===== config.mk =====
export PLATFORM = sky130hd
export DESIGN_NAME = fp_mult_seq_flat
export DESIGN_NICKNAME = d
export VERILOG_FILES = /design/src/rtl/fpu_pkg.sv /design/src/rtl/fp_mult_seq_if.sv /design/src/rtl/seq_mant_mult.sv /design/src/rtl/fp_mult_seq.sv /design/src/flat_wrapper.sv
export SDC_FILE = /design/constraint.sdc
export NUM_CORES = 1
export LEC_CHECK = 0
export BUFFER_PORTS_ARGS = -buffer_cell sky130_fd_sc_hd__buf_4
export CELL_PAD_IN_SITES_DETAIL_PLACEMENT = 1
export CELL_PAD_IN_SITES_GLOBAL_PLACEMENT = 2
export CORE_ASPECT_RATIO = 0.75
export CORE_MARGIN = 1.5
export CORE_UTILIZATION = 40
export CTS_CLUSTER_SIZE = 20
export DETAILED_ROUTE_END_ITERATION = 6
export PLACE_DENSITY_LB_ADDON = 0.3
export SLEW_MARGIN = 10
export SYNTH_ARGS = -nofsm -noshare
export SYNTH_HDL_FRONTEND = slang
export SYNTH_HIERARCHICAL = 1
export SYNTH_SLANG_ARGS = --single-unit

===== constraint.sdc =====
create_clock -name CLK -period 10.5 [get_ports CLK]
set_input_delay 1.575 -clock CLK [delete_from_list [all_inputs] [get_ports CLK]]
set_output_delay 1.575 -clock CLK [all_outputs]
set_load 0.1 [all_outputs]

===== src/rtl/fpu_pkg.sv =====
// Shared FPU types: exception codes, rounding modes, FSM encodings and
// special-value constructors usable at any EXP_W/MAN_W.
package fpu_pkg;

  typedef enum logic [2:0] {
    EXC_NORMAL    = 3'b000,
    EXC_ZERO      = 3'b001,
    EXC_UNDERFLOW = 3'b010,
    EXC_NAN       = 3'b011,
    EXC_INF       = 3'b100
  } exc_t;

  typedef enum logic [1:0] {
    RM_RNE = 2'b00,
    RM_RTZ = 2'b01,
    RM_RUP = 2'b10,
    RM_RDN = 2'b11
  } rmode_t;

  localparam logic [2:0] ST_IDLE  = 3'd0;
  localparam logic [2:0] ST_CHECK = 3'd1;
  localparam logic [2:0] ST_MUL   = 3'd2;
  localparam logic [2:0] ST_NORM  = 3'd3;
  localparam logic [2:0] ST_ROUND = 3'd4;
  localparam logic [2:0] ST_DONE  = 3'd5;

  // Encodings are built right-aligned in 64 bits; callers truncate to W.
  function automatic logic [63:0] fp_qnan(input int unsigned exp_w, input int unsigned man_w);
    return (((64'd1 << exp_w) - 64'd1) << man_w) | (64'd1 << (man_w - 1));
  endfunction

  function automatic logic [63:0] fp_inf(input logic sign, input int unsigned exp_w,
                                         input int unsigned man_w);
    return (64'(sign) << (exp_w + man_w)) | (((64'd1 << exp_w) - 64'd1) << man_w);
  endfunction

  function automatic logic [63:0] fp_max(input logic sign, input int unsigned exp_w,
                                         input int unsigned man_w);
    return (64'(sign) << (exp_w + man_w)) | (((64'd1 << exp_w) - 64'd2) << man_w)
           | ((64'd1 << man_w) - 64'd1);
  endfunction

endpackage


===== src/rtl/fp_mult_seq_if.sv =====
// Request/result handshake bundle between an FPU client and fp_mult_seq.
interface fp_mult_seq_if #(
  parameter int unsigned EXP_W = 8,
  parameter int unsigned MAN_W = 23
);
  localparam int unsigned W = 1 + EXP_W + MAN_W;

  logic [W-1:0] Datain1;
  logic [W-1:0] Datain2;
  logic         Data_valid;
  logic [1:0]   Mode;
  logic [W-1:0] Dataout;
  logic         Dataout_valid;
  logic [2:0]   Exc;
  logic         Busy;

  modport master (
    output Datain1, Datain2, Data_valid, Mode,
    input  Dataout, Dataout_valid, Exc, Busy
  );

  modport slave (
    input  Datain1, Datain2, Data_valid, Mode,
    output Dataout, Dataout_valid, Exc, Busy
  );
endinterface


===== src/rtl/seq_mant_mult.sv =====
// Iterative LSB-first shift-add multiplier: one partial product per cycle,
// done_o pulses for one cycle once all N multiplier bits have been consumed.
module seq_mant_mult #(
  parameter int unsigned N = 24
) (
  input  logic           clk,
  input  logic           rst_n,
  input  logic           start_i,
  input  logic [N-1:0]   a_i,
  input  logic [N-1:0]   b_i,
  output logic           done_o,
  output logic [2*N-1:0] prod_o
);
  localparam int unsigned PW = 2 * N;
  localparam int unsigned CW = $clog2(N + 1);

  logic [PW-1:0] mcand_q, mcand_d;
  logic [N-1:0]  mplier_q, mplier_d;
  logic [PW-1:0] acc_q, acc_d;
  logic [CW-1:0] cnt_q, cnt_d;
  logic          run_q, run_d;
  logic          done_q, done_d;

  always_ff @(posedge clk) begin
    if (!rst_n) begin
      mcand_q  <= '0;
      mplier_q <= '0;
      acc_q    <= '0;
      cnt_q    <= '0;
      run_q    <= 1'b0;
      done_q   <= 1'b0;
    end else begin
      mcand_q  <= mcand_d;
      mplier_q <= mplier_d;
      acc_q    <= acc_d;
      cnt_q    <= cnt_d;
      run_q    <= run_d;
      done_q   <= done_d;
    end
  end

  // A new start always wins, discarding any stale computation.
  always_comb begin
    mcand_d  = mcand_q;
    mplier_d = mplier_q;
    acc_d    = acc_q;
    cnt_d    = cnt_q;
    run_d    = run_q;
    done_d   = 1'b0;
    if (start_i) begin
      mcand_d  = PW'(a_i);
      mplier_d = b_i;
      acc_d    = '0;
      cnt_d    = '0;
      run_d    = 1'b1;
    end else if (run_q) begin
      if (mplier_q[0]) acc_d = acc_q + mcand_q;
      mcand_d  = mcand_q << 1;
      mplier_d = mplier_q >> 1;
      cnt_d    = cnt_q + CW'(1);
      if (cnt_q == CW'(N - 1)) begin
        run_d  = 1'b0;
        done_d = 1'b1;
      end
    end
  end

  assign done_o = done_q;
  assign prod_o = acc_q;
endmodule


===== src/rtl/fp_mult_seq.sv =====
// Multi-cycle floating-point multiplier controller: classify, iterate the
// mantissa product, normalise, round, and hold the result on a valid handshake.
module fp_mult_seq
  import fpu_pkg::*;
#(
  parameter int unsigned EXP_W = 8,
  parameter int unsigned MAN_W = 23
) (
  input  logic         CLK,
  input  logic         RSTn,
  fp_mult_seq_if.slave bus
);
  localparam int unsigned W    = 1 + EXP_W + MAN_W;
  localparam int unsigned N    = MAN_W + 1;
  localparam int unsigned PW   = 2 * N;
  localparam int unsigned EW   = EXP_W + 2;
  localparam int unsigned BIAS = (1 << (EXP_W - 1)) - 1;
  localparam int unsigned EMAX = (1 << EXP_W) - 1;
  localparam logic [W-1:0] QNAN = W'(fp_qnan(EXP_W, MAN_W));

  logic [2:0]       state_q, state_d;
  logic [W-1:0]     a_q, a_d, b_q, b_d;
  rmode_t           mode_q, mode_d;
  logic             sign_q, sign_d;
  logic [EW-1:0]    exp_q, exp_d;
  logic [MAN_W-1:0] frac_q, frac_d;
  logic             g_q, g_d, r_q, r_d, s_q, s_d;
  logic [W-1:0]     res_q, res_d, dout_q, dout_d;
  exc_t             exc_q, exc_d, xo_q, xo_d;
  logic             dv_q, dv_d, busy_q, busy_d;

  logic             mul_start, mul_done;
  logic [PW-1:0]    mul_prod;

  seq_mant_mult #(.N(N)) u_mant (
    .clk     (CLK),
    .rst_n   (RSTn),
    .start_i (mul_start),
    .a_i     ({1'b1, bus.Datain1[MAN_W-1:0]}),
    .b_i     ({1'b1, bus.Datain2[MAN_W-1:0]}),
    .done_o  (mul_done),
    .prod_o  (mul_prod)
  );

  // Operand classification; subnormals (exp==0) are treated as zero.
  logic             sa, sb;
  logic [EXP_W-1:0] ea, eb;
  logic [MAN_W-1:0] fa, fb;
  logic             a_zero, b_zero, a_inf, b_inf, a_nan, b_nan;
  logic [EW-1:0]    exp_sum;
  assign {sa, ea, fa} = a_q;
  assign {sb, eb, fb} = b_q;
  assign a_zero  = (ea == '0);
  assign b_zero  = (eb == '0);
  assign a_inf   = (ea == '1) && (fa == '0);
  assign b_inf   = (eb == '1) && (fb == '0);
  assign a_nan   = (ea == '1) && (fa != '0);
  assign b_nan   = (eb == '1) && (fb != '0);
  assign exp_sum = EW'(ea) + EW'(eb) - EW'(BIAS);

  // Rounding increment and post-round range checks; exp_q is two's complement.
  logic             inc, carry, ovf, unf, to_inf;
  logic [MAN_W-1:0] frac_rnd;
  logic [EW-1:0]    exp_rnd;
  always_comb begin
    inc = 1'b0;
    case (mode_q)
      RM_RNE:  inc = g_q & (r_q | s_q | frac_q[0]);
      RM_RTZ:  inc = 1'b0;
      RM_RUP:  inc = (g_q | r_q | s_q) & ~sign_q;
      RM_RDN:  inc = (g_q | r_q | s_q) & sign_q;
      default: inc = 1'b0;
    endcase
  end
  assign {carry, frac_rnd} = {1'b0, frac_q} + (MAN_W + 1)'(inc);
  assign exp_rnd = exp_q + EW'(carry);
  assign ovf     = !exp_rnd[EW-1] && (exp_rnd >= EW'(EMAX));
  assign unf     = exp_rnd[EW-1] || (exp_rnd == '0);
  assign to_inf  = (mode_q == RM_RNE) || ((mode_q == RM_RUP) && !sign_q)
                   || ((mode_q == RM_RDN) && sign_q);

  always_ff @(posedge CLK) begin
    if (!RSTn) begin
      state_q <= ST_IDLE;
      a_q     <= '0;
      b_q     <= '0;
      mode_q  <= RM_RNE;
      sign_q  <= 1'b0;
      exp_q   <= '0;
      frac_q  <= '0;
      g_q     <= 1'b0;
      r_q     <= 1'b0;
      s_q     <= 1'b0;
      res_q   <= '0;
      exc_q   <= EXC_NORMAL;
      dout_q  <= '0;
      xo_q    <= EXC_NORMAL;
      dv_q    <= 1'b0;
      busy_q  <= 1'b0;
    end else begin
      state_q <= state_d;
      a_q     <= a_d;
      b_q     <= b_d;
      mode_q  <= mode_d;
      sign_q  <= sign_d;
      exp_q   <= exp_d;
      frac_q  <= frac_d;
      g_q     <= g_d;
      r_q     <= r_d;
      s_q     <= s_d;
      res_q   <= res_d;
      exc_q   <= exc_d;
      dout_q  <= dout_d;
      xo_q    <= xo_d;
      dv_q    <= dv_d;
      busy_q  <= busy_d;
    end
  end

  always_comb begin
    state_d   = state_q;
    a_d       = a_q;
    b_d       = b_q;
    mode_d    = mode_q;
    sign_d    = sign_q;
    exp_d     = exp_q;
    frac_d    = frac_q;
    g_d       = g_q;
    r_d       = r_q;
    s_d       = s_q;
    res_d     = res_q;
    exc_d     = exc_q;
    dout_d    = dout_q;
    xo_d      = xo_q;
    dv_d      = dv_q;
    mul_start = 1'b0;
    case (state_q)
      ST_IDLE: begin
        dv_d = 1'b0;
        if (bus.Data_valid) begin
          a_d       = bus.Datain1;
          b_d       = bus.Datain2;
          mode_d    = rmode_t'(bus.Mode);
          mul_start = 1'b1;
          state_d   = ST_CHECK;
        end
      end
      ST_CHECK: begin
        sign_d  = sa ^ sb;
        exp_d   = exp_sum;
        state_d = ST_DONE;
        if (a_nan || b_nan || (a_inf && b_zero) || (b_inf && a_zero)) begin
          res_d = QNAN;
          exc_d = EXC_NAN;
        end else if (a_inf || b_inf) begin
          res_d = W'(fp_inf(sa ^ sb, EXP_W, MAN_W));
          exc_d = EXC_INF;
        end else if (a_zero || b_zero) begin
          res_d = {sa ^ sb, {(W - 1){1'b0}}};
          exc_d = EXC_ZERO;
        end else begin
          state_d = ST_MUL;
        end
      end
      ST_MUL: begin
        if (mul_done) state_d = ST_NORM;
      end
      ST_NORM: begin
        // Product is in [1,4); a set MSB means one extra exponent step.
        frac_d  = mul_prod[PW-1] ? mul_prod[PW-2 -: MAN_W] : mul_prod[PW-3 -: MAN_W];
        g_d     = mul_prod[PW-1] ? mul_prod[PW-2-MAN_W] : mul_prod[PW-3-MAN_W];
        r_d     = mul_prod[PW-1] ? mul_prod[PW-3-MAN_W] : mul_prod[PW-4-MAN_W];
        s_d     = mul_prod[PW-1] ? (|mul_prod[PW-4-MAN_W:0]) : (|mul_prod[PW-5-MAN_W:0]);
        exp_d   = exp_q + EW'(mul_prod[PW-1]);
        state_d = ST_ROUND;
      end
      ST_ROUND: begin
        state_d = ST_DONE;
        if (ovf) begin
          res_d = to_inf ? W'(fp_inf(sign_q, EXP_W, MAN_W)) : W'(fp_max(sign_q, EXP_W, MAN_W));
          exc_d = EXC_INF;
        end else if (unf) begin
          res_d = {sign_q, {(W - 1){1'b0}}};
          exc_d = EXC_UNDERFLOW;
        end else begin
          res_d = {sign_q, exp_rnd[EXP_W-1:0], frac_rnd};
          exc_d = EXC_NORMAL;
        end
      end
      ST_DONE: begin
        // First DONE edge publishes; an already-dropped request yields a pulse.
        if (!dv_q) begin
          dv_d   = 1'b1;
          dout_d = res_q;
          xo_d   = exc_q;
          if (!bus.Data_valid) state_d = ST_IDLE;
        end else if (!bus.Data_valid) begin
          dv_d    = 1'b0;
          state_d = ST_IDLE;
        end
      end
      default: state_d = ST_IDLE;
    endcase
    busy_d = (state_d != ST_IDLE);
  end

  assign bus.Dataout       = dout_q;
  assign bus.Dataout_valid = dv_q;
  assign bus.Exc           = xo_q;
  assign bus.Busy          = busy_q;
endmodule


===== src/flat_wrapper.sv =====
// flat-port wrapper written by rule: the top's interface ports become plain ports
module fp_mult_seq_flat import fpu_pkg::*;
#(
  parameter int unsigned EXP_W = 8,
  parameter int unsigned MAN_W = 23
)
  (CLK, RSTn, bus_Datain1, bus_Datain2, bus_Data_valid, bus_Mode, bus_Dataout, bus_Dataout_valid, bus_Exc, bus_Busy);
  fp_mult_seq_if #(.EXP_W(EXP_W), .MAN_W(MAN_W)) bus_i ();
  input  logic CLK;
  input  logic RSTn;
  input wire logic [$bits(bus_i.Datain1)-1:0] bus_Datain1;
  input wire logic [$bits(bus_i.Datain2)-1:0] bus_Datain2;
  input wire logic [$bits(bus_i.Data_valid)-1:0] bus_Data_valid;
  input wire logic [$bits(bus_i.Mode)-1:0] bus_Mode;
  output wire logic [$bits(bus_i.Dataout)-1:0] bus_Dataout;
  output wire logic [$bits(bus_i.Dataout_valid)-1:0] bus_Dataout_valid;
  output wire logic [$bits(bus_i.Exc)-1:0] bus_Exc;
  output wire logic [$bits(bus_i.Busy)-1:0] bus_Busy;
  assign bus_i.Datain1 = bus_Datain1;
  assign bus_i.Datain2 = bus_Datain2;
  assign bus_i.Data_valid = bus_Data_valid;
  assign bus_i.Mode = bus_Mode;
  assign bus_Dataout = bus_i.Dataout;
  assign bus_Dataout_valid = bus_i.Dataout_valid;
  assign bus_Exc = bus_i.Exc;
  assign bus_Busy = bus_i.Busy;
  fp_mult_seq #(.EXP_W(EXP_W), .MAN_W(MAN_W)) u_core (.CLK(CLK), .RSTn(RSTn), .bus(bus_i));
endmodule

==> results of run 1 <==
-- cell families (layout without fill, tap and decap cells) --
kind of cell	Yosys count	after routing	share of synthesized area, %
simple gates	767	767	21.6
xor+xnor	70	70	3.77
fa+ha+maj	72	72	5.63
other cells	1	3	0.0231
mux	100	100	6.15
compound gates	531	531	20.8
flops	305	305	37.5
buf+inv	159	214	4.48
-- critical path, delay by kind of cell, from the launching register on --
kind | cells | cell delay [ns]
flops | 1 | 0.33
fa+ha+maj | 4 | 0.95
compound gates | 3 | 1.19
simple gates | 10 | 2.18
-- flip-flops by register name, summed over array words and instances (netlist names), 2 cells and up --
signal	cells
u_core/exp_q	10
u_core/u_mant/mplier_q	24
u_core/state_q	3
u_core/frac_q	23
u_core/a_q	32
u_core/res_q	32
u_core/mode_q	2
u_core/exc_q	3
u_core/u_mant/cnt_q	5
u_core/bus.Exc	3
u_core/b_q	32
u_core/u_mant/mcand_q	48
u_core/bus.Dataout	32
u_core/u_mant/prod_o	48
-- metrics by stage --
stage | instance area, um^2 | worst slack [ns] | instances | hold slack [ns]
finish | 18400 | 5.75 | 2582 | 0.453
global route | 18400 | 5.37 | 2582 | 0.465
CTS | 18400 | 5.75 | 2581 | 0.456
global placement | 17300 | 6.04 | 2519 | 0.442
floorplan | 16300 | 6.86 | 2006 | 0.425
detailed placement | 17300 | 5.76 | 2519 | 0.446
-- Yosys cell counts, types with 6 or more instances --
cell / instances / area share [%]
nand2_1: 389 / 9.0
dfxtp_1: 305 / 38
a21oi_1: 217 / 6.7
nor2_1: 122 / 2.8
o21ai_0: 104 / 3.2
mux2i_1: 100 / 6.2
clkbuf_1: 85 / 2.0
ha_1: 70 / 5.4
a211oi_1: 55 / 2.5
and2_1: 55 / 2.1
nor3_1: 41 / 1.3
xnor2_1: 39 / 2.1
nand3_1: 35 / 1.1
nand4_1: 34 / 1.3
xor2_1: 31 / 1.7
inv_1: 29 / 0.67
nor4_1: 26 / 1.0
a21o_1: 21 / 0.97
o211ai_1: 18 / 0.83
buf_1: 14 / 0.32
buf_2: 13 / 0.40
o21a_1: 12 / 0.55
a31oi_1: 11 / 0.42
nor2b_1: 10 / 0.38
o21bai_1: 9 / 0.42
and3_1: 8 / 0.31
a221oi_2: 7 / 0.65
a21boi_0: 6 / 0.28
a221oi_1: 6 / 0.32
clkbuf_8: 6 / 0.51
-- routing by layer --
| metal | wire, um | GRT usage (%) | vias up |
|---|---|---|---|
| li1 | - | - | 7157 |
| met1 | 24200 | 32.1 | 6913 |
| met2 | 21000 | 36.1 | 208 |
| met3 | 1790 | 3.53 | 60 |
| met4 | 759 | 4.87 | 4 |
| met5 | 23 | 0 | - |
-- where the power goes --
group          internal (mW)  switching (mW)
clock                  0.749           0.511
sequential              1.29           0.134
combinational          0.332           0.598
-- worst min-delay path by stage --
stage | from | endpoint | slack [ns]
2_1_floorplan | u_core/res_q[23] | u_core/res_q[23] | 0.42
3_3_place_gp | u_core/res_q[30] | u_core/res_q[30] | 0.44
3_5_place_dp | u_core/res_q[24] | u_core/bus.Dataout[24] | 0.45
4_1_cts | u_core/res_q[30] | u_core/res_q[30] | 0.46
5_1_grt | u_core/bus.Dataout[7] | u_core/bus.Dataout[7] | 0.47
6_report | u_core/bus.Dataout[2] | u_core/bus.Dataout[2] | 0.45
-- cell type report --
| class | count | area share, % |
|---|---|---|
| flip-flops and latches | 305 | 33.2 |
| multi-input cells | 1542 | 51.4 |
| clock buffers | 48 | 5.47 |
| inverters | 31 | 0.659 |
| clock inverters | 14 | 0.863 |
| diodes | 1 | 0.0136 |
| well taps | 520 | 3.53 |
| repair buffers | 121 | 4.93 |
==> results.sh, run 1 <==
export IMPL_first_global_vias=14400
export IMPL_fin_util_pct=46.3
export IMPL_fp_coreArea_um2=39800
export IMPL_cp_slowest_cell="a21oi_2"
export IMPL_worst_setup_hold_path_clk_slew_ns=0.06
export IMPL_worst_r2r_setup_slack_ns=5.75
export IMPL_synth_warning_count=6
export IMPL_global_route_wire_length_before_repair_mm=77.6
export IMPL_whs_path_depth=2
export IMPL_tritoncts="yes"
export IMPL_largest_net_degree_at_the_start_of_global_routing=104
export IMPL_crit_path_start_kind="register"
export IMPL_hold_path_class="reg2reg"
export IMPL_cap_viol_max_count=0
export IMPL_detail_route_first_pass_iterations=5
export IMPL_worstPathCellList="and2_1 -> ha_1 -> nor2_1 -> nand2_1 -> o21ai_0 -> ha_1 -> nand4_1 -> nor4_1 -> and4_1 -> ha_1 -> ha_1 -> nand3_1 -> nor3_1 -> nor4_1 -> a21oi_2 -> nand4_2 -> o211ai_1"
export IMPL_final_net_count=2178
export IMPL_mostFrequentLayoutCell="nand2_1"
export IMPL_layout_cells_most_common_list="nand2_1 (388), dfxtp_1 (304), a21oi_1 (217)"
export IMPL_achievable_frequency_mhz=210
export IMPL_power_leakage_nw=6.92
export IMPL_slew_headroom_pct=24.5
export IMPL_ys_ff_latch=305
export IMPL_wl_mm=47.7
export IMPL_timing_critical_path_fanout_max=18
export IMPL_num_rows=63
export IMPL_worstRegToRegCells=17
export IMPL_timing_critical_path_required_ns=10.94
export IMPL_min_period_over_period_pct=45.3
export IMPL_cpMostUsedCell="ha_1"
export IMPL_final_total_pwr_mw=3.61
export IMPL_place_detailed_hpwl_mm=34.4
export IMPL_synthArstFlopShare_pct=0
export IMPL_multi_input_logic_area_um2=9460
export IMPL_cts_htree_levels=2
export IMPL_post_route_drc_count=0
export IMPL_numCtsBuffers=36
export IMPL_final_min_clock_period_ns=4.75
export IMPL_worst_ir_drop_vdd_v=0.000127
export IMPL_share_of_layout_cells_above_drive_strength_1_pct=11.2
export IMPL_ys_flop_type="dfxtp_1"
export IMPL_worstReg2RegEnd="u_core/res_q[11]"
export IMPL_worstSetupStartpoint="u_core/mode_q[0]"
export IMPL_io_buffer_count=105
export IMPL_synth_edf_count=0
export IMPL_initial_core_utilization_pct=40.9
export IMPL_crit_arrival_ns=5.19
export IMPL_final_setup_viols=0
export IMPL_synthesis_area_per_instance_um2=8.11
export IMPL_via_count=14300
export IMPL_fp_dieH_um=178
export IMPL_crit_path_end="u_core/res_q[11]"
export IMPL_synth_seq_area_share_pct=37.5
export IMPL_synthesis_area_um2=16300
export IMPL_worst_r2r_startpoint="u_core/mode_q[0]"
export IMPL_design_die_area_um2=41900
export IMPL_critical_path_max_stage_delay_ns=0.83
export IMPL_synth_lib_cells_used_distinct=93
export IMPL_place_congestion=0.853
export IMPL_report_final_hold_viol_count=0
export IMPL_number_of_vias_per_cell_after_detailed_routing=5.55
export IMPL_cp_end_kind="register"
export IMPL_post_cts_resize_count=0
export IMPL_setup_total_negative_slack_ns=0
export IMPL_worst_skew_pair_late_latency_ns=0.53
export IMPL_rsz_0062_raised_after_global_routing="no"
export IMPL_die_width_um=236
export IMPL_cell_chosen_for_the_clock_root="clkbuf_16"
export IMPL_detailedRoute_firstIterationViolations=630
export IMPL_slew_of_the_pin_with_the_lowest_slew_margin_ns=1.13
export IMPL_antenna_found_initial=3
export IMPL_timing_max_transition_violations_final=0
export IMPL_final_global_route_overflow_total=0
export IMPL_timing_setup_critical_path_class="reg2reg"
export IMPL_cts_max_path_buffers=3
export IMPL_boundaryPins=106
export IMPL_num_fill_cells=4783
export IMPL_grt_use_total_pct=22.6
export IMPL_dr_wl_cell_um=18.5
export IMPL_finClkSkew_ns=0.0169
export IMPL_status="completed"
export IMPL_cts_num_sinks=305
export IMPL_cellPowerDensity_nw_per_um2=196
export IMPL_sequential_cell_area_um2=6110
export IMPL_route_antenna_remaining_nets=0
export IMPL_area_growth_pct=13.2
export IMPL_hold_buffers=0
export IMPL_synth_cells=2005
export IMPL_post_cts_setup_buffers=0
No activity file was read; power rests on OpenSTA's default activity.
==> run 2: changes to the inputs <==
--- a/config.mk
+++ b/config.mk
@@ -5,12 +5,13 @@
 export SDC_FILE = /design/constraint.sdc
 export NUM_CORES = 1
 export LEC_CHECK = 0
+export ABC_AREA = 1
 export BUFFER_PORTS_ARGS = -buffer_cell sky130_fd_sc_hd__buf_4
 export CELL_PAD_IN_SITES_DETAIL_PLACEMENT = 1
 export CELL_PAD_IN_SITES_GLOBAL_PLACEMENT = 2
 export CORE_ASPECT_RATIO = 0.75
 export CORE_MARGIN = 1.5
-export CORE_UTILIZATION = 40
+export CORE_UTILIZATION = 30
 export CTS_CLUSTER_SIZE = 20
 export DETAILED_ROUTE_END_ITERATION = 6
 export PLACE_DENSITY_LB_ADDON = 0.3
==> constraint.sdc (replaced) <==
create_clock -name CLK -period 3.9 [get_ports CLK]
set_input_delay 0.585 -clock CLK [delete_from_list [all_inputs] [get_ports CLK]]
set_output_delay 0.585 -clock CLK [all_outputs]
set_load 0.1 [all_outputs]
==> run 2 against run 1 <==
  * Sequential share of layout area fell by 4.0 points
  * Via count is 25% higher
  * Total power grew to 3.6 times the previous value
  * Final cell count rose by 44%
  * Largest cell class unchanged
  * Clock skew up 0.0067 ns
  * Critical path depth up 7
  * Die area rose by 45%
  * Utilization decreased by 11 points
  * Setup slack got worse by 5.6 ns
  * Cell area rose by 14%
==> results.sh, run 2 <==
export IMPL_post_route_drc_count=0
export IMPL_critical_path_cell_count=24
export IMPL_setup_ws_ns=0.152
export IMPL_ys_flop_type="dfxtp_1"
export IMPL_hold_path_class="in2reg"
export IMPL_final_min_clock_period_ns=3.75
export IMPL_worstReg2RegEnd="u_core/res_q[17]"
export IMPL_synth_lib_cells_used_distinct=44
export IMPL_via_count=18000
export IMPL_post_synth_xor_area_fraction_pct=2.41
export IMPL_synth_seq_area_share_pct=34.3
export IMPL_antenna_cells=0
export IMPL_area_growth_pct=17.6
export IMPL_final_setup_viols=0
export IMPL_mostFrequentLayoutCell="nand2_1"
export IMPL_fp_dieH_um=214
export IMPL_finClkSkew_ns=0.0236
export IMPL_worst_r2r_startpoint="u_core/mode_q[0]"
export IMPL_path_delay_family="simple AND/OR/NAND/NOR gates"
export IMPL_share_of_layout_cells_above_drive_strength_1_pct=11.0
export IMPL_initial_core_utilization_pct=30.3
export IMPL_worst_skew_pair_late_latency_ns=0.55
export IMPL_cell_chosen_for_the_clock_root="clkbuf_16"
export IMPL_report_final_hold_viol_count=0
export IMPL_slew_of_the_pin_with_the_lowest_slew_margin_ns=0.986
export IMPL_slew_headroom_pct=34.0
export IMPL_worst_ir_drop_vdd_v=0.000282
export IMPL_worstPathCellList="nand2_1 -> inv_1 -> ha_1 -> o32ai_2 -> ha_2 -> nand3_4 -> nor2_4 -> nand3_2 -> nor2_1 -> nand3_1 -> nor3b_2 -> ha_2 -> ha_4 -> nand2_4 -> nor2_4 -> nand3_1 -> nand2_4 -> clkinv_1 -> nand2_4 -> nand2_8 -> nand2_8 -> nand2_4 -> nand2_1 -> a21oi_1"
export IMPL_worstRegToRegCells=24
export IMPL_cts_max_path_buffers=3
export IMPL_io_buffer_count=105
export IMPL_grt_use_total_pct=19.9
export IMPL_postPlaceCellArea_um2=19300
export IMPL_synthAdderAreaFrac_pct=5.15
export IMPL_die_width_um=284
export IMPL_number_of_vias_per_cell_after_detailed_routing=4.83
export IMPL_sequential_cell_area_um2=6110
export IMPL_synth_warning_count=6
export IMPL_synth_area_mux_share_pct=0
export IMPL_global_route_wire_length_before_repair_mm=98.2
export IMPL_synthArstFlopShare_pct=0
export IMPL_power_leakage_nw=10.1
export IMPL_largest_net_degree_at_the_start_of_global_routing=86
export IMPL_instances_no_fill=3716
export IMPL_cellPowerDensity_nw_per_um2=616
export IMPL_worstSetupStartpoint="u_core/mode_q[0]"
export IMPL_hold_buffers=0
export IMPL_place_ws_ns=-0.140
export IMPL_place_congestion=0.886
export IMPL_cp_slowest_cell="dfxtp_2"
export IMPL_timing_critical_path_required_ns=4.29
export IMPL_status="completed"
export IMPL_ys_ff_latch=305
export IMPL_design_die_area_um2=60800
export IMPL_crit_arrival_ns=4.14
export IMPL_synth_edf_count=0
export IMPL_cp_end_kind="register"
export IMPL_final_net_count=3044
export IMPL_worst_path_buf_inv=2
export IMPL_crit_path_end="u_core/res_q[17]"
export IMPL_final_global_route_overflow_total=0
export IMPL_synth_simple_area_share_pct=33.1
export IMPL_cts_htree_levels=2
export IMPL_synthesis_area_per_instance_um2=6.30
export IMPL_timing_max_transition_violations_final=0
export IMPL_dp_cells=3643
export IMPL_antenna_found_initial=0
export IMPL_place_detailed_hpwl_mm=47.1
export IMPL_cts_num_sinks=305
export IMPL_tritoncts="yes"
export IMPL_first_global_vias=18000
export IMPL_area_fraction_in_compound_gates_after_synthesis_pct=13.5
export IMPL_synthMostInstantiatedCell="nand2_1"
export IMPL_layout_cells_most_common_list="nand2_1 (764), nor2_1 (438), inv_1 (397)"
export IMPL_whs_ns=0.271
export IMPL_detailedRoute_firstIterationViolations=1020
export IMPL_critical_path_max_stage_delay_ns=0.32
export IMPL_synthesis_area_um2=17800
export IMPL_crit_path_start_kind="register"
export IMPL_timing_critical_path_fanout_max=12
export IMPL_wl_mm=61.6
export IMPL_rsz_0062_raised_after_global_routing="yes"
export IMPL_top_cells_by_instance_count_after_synthesis="nand2_1 (773), nor2_1 (445), inv_1 (398), dfxtp_1 (305), o21ai_0 (226)"
export IMPL_numCtsBuffers=36
export IMPL_boundaryPins=106
export IMPL_cap_viol_max_count=0
export IMPL_dr_wl_cell_um=16.6
export IMPL_multi_input_logic_area_um2=9900
export IMPL_num_rows=77
export IMPL_route_antenna_remaining_nets=0
export IMPL_num_fill_cells=7628
export IMPL_yosys_top_cell_area_share_pct=34.3
export IMPL_achievable_frequency_mhz=267
export IMPL_timing_setup_critical_path_class="reg2reg"
export IMPL_worst_r2r_setup_slack_ns=0.15
export IMPL_min_period_over_period_pct=96.1
export IMPL_fp_coreArea_um2=58800
export IMPL_detail_route_first_pass_iterations=5
export IMPL_synth_top_area_cell="dfxtp_1"
export IMPL_synth_top_cells_by_area="dfxtp_1 (34%), nand2_1 (16%), nor2_1 (9.4%), inv_1 (8.4%), o21ai_0 (6.4%)"
export IMPL_cpMostUsedCell="nand2_4"
export IMPL_final_area_um2=20900
export IMPL_synth_cells=2823
export IMPL_synth_top_family_by_area="simple AND/OR/NAND/NOR gates"
export IMPL_worst_setup_hold_path_clk_slew_ns=0.06
## run 2: cell type report
| type | count | share of cell area [%] |
|---|---|---|
| Sequential cell | 305 | 29.2 |
| Timing Repair Buffer | 141 | 5.34 |
| Clock buffer | 49 | 5.02 |
| Clock inverter | 12 | 0.801 |
| Tap cell | 790 | 4.72 |
| Inverter | 419 | 7.59 |
| Multi-Input combinational cell | 2000 | 47.3 |
## run 2: kinds of logic (layout without fill, tap and decap cells)
| logic type | Yosys count | count (layout) |
|---|---|---|
| AND/OR/NAND/NOR | 1434 | 1436 |
| buffers and inverters | 521 | 621 |
| AO/OA/AOI/OAI | 441 | 441 |
| flip-flops | 305 | 305 |
| adder cells (fa/ha/maj) | 72 | 72 |
| XOR/XNOR | 49 | 49 |
| other | 1 | 2 |
## run 2: where the power goes
group          switching, mW  internal, mW
Sequential             0.554          3.80
Clock                   1.40          2.15
Combinational           3.38          1.61
## run 2: through the flow
stage	power (mW)	TNS (ns)	utilization [%]
3_5_place_dp	8.94	-2.86	32.9
3_3_place_gp	8.83	0	32.9
4_1_cts	12.6	0	35.0
5_1_grt	13.8	-1.44	35.6
6_report	12.9	0	35.6
2_1_floorplan	7.55	0	-
## run 2: how the worst min path moves through the flow
stage | startpoint | endpoint | slack, ns | cells after the start
2_1_floorplan | u_core/u_mant/cnt_q[4] | u_core/u_mant/cnt_q[4] | 0.42 | 1
3_3_place_gp | u_core/a_q[20] | u_core/a_q[20] | 0.44 | 2
3_5_place_dp | u_core/res_q[20] | u_core/res_q[20] | 0.46 | 2
4_1_cts | bus_Datain1[25] | u_core/a_q[25] | 0.25 | 3
5_1_grt | bus_Datain1[29] | u_core/a_q[29] | 0.25 | 3
6_report | bus_Datain1[25] | u_core/a_q[25] | 0.27 | 3
## run 2: repair_timing
action / 4_1_cts / 5_1_grt
setup endpoints to repair: 32 / 32
gates resized for setup: 4 / 67
pin swaps: 3 / 22
gates cloned: 0 / 4
setup buffers: 0 / 8
## run 2: layer usage
metal  wire [um]  global-route usage [%]  vias up
met3        2180                    2.70       67
li1            -                       -     9031
met2       25800                    30.2      242
met1       32600                    29.7     8611
met4        1040                    4.20        0
met5           0                       0        -
## run 2: worst reg2reg max path, stage by stage, from the launching register on
cell and delay [ns]:
dfxtp_2 0.32, nand2_1 0.06, inv_1 0.04, ha_1 0.27, o32ai_2 0.30, ha_2 0.29
nand3_4 0.10, nor2_4 0.14, nand3_2 0.06, nor2_1 0.11, nand3_1 0.09, nor3b_2 0.22
ha_2 0.23, ha_4 0.15, nand2_4 0.08, nor2_4 0.15, nand3_1 0.13, nand2_4 0.11
clkinv_1 0.10, nand2_4 0.10, nand2_8 0.09, nand2_8 0.10, nand2_4 0.12, nand2_1 0.14
a21oi_1 0.08
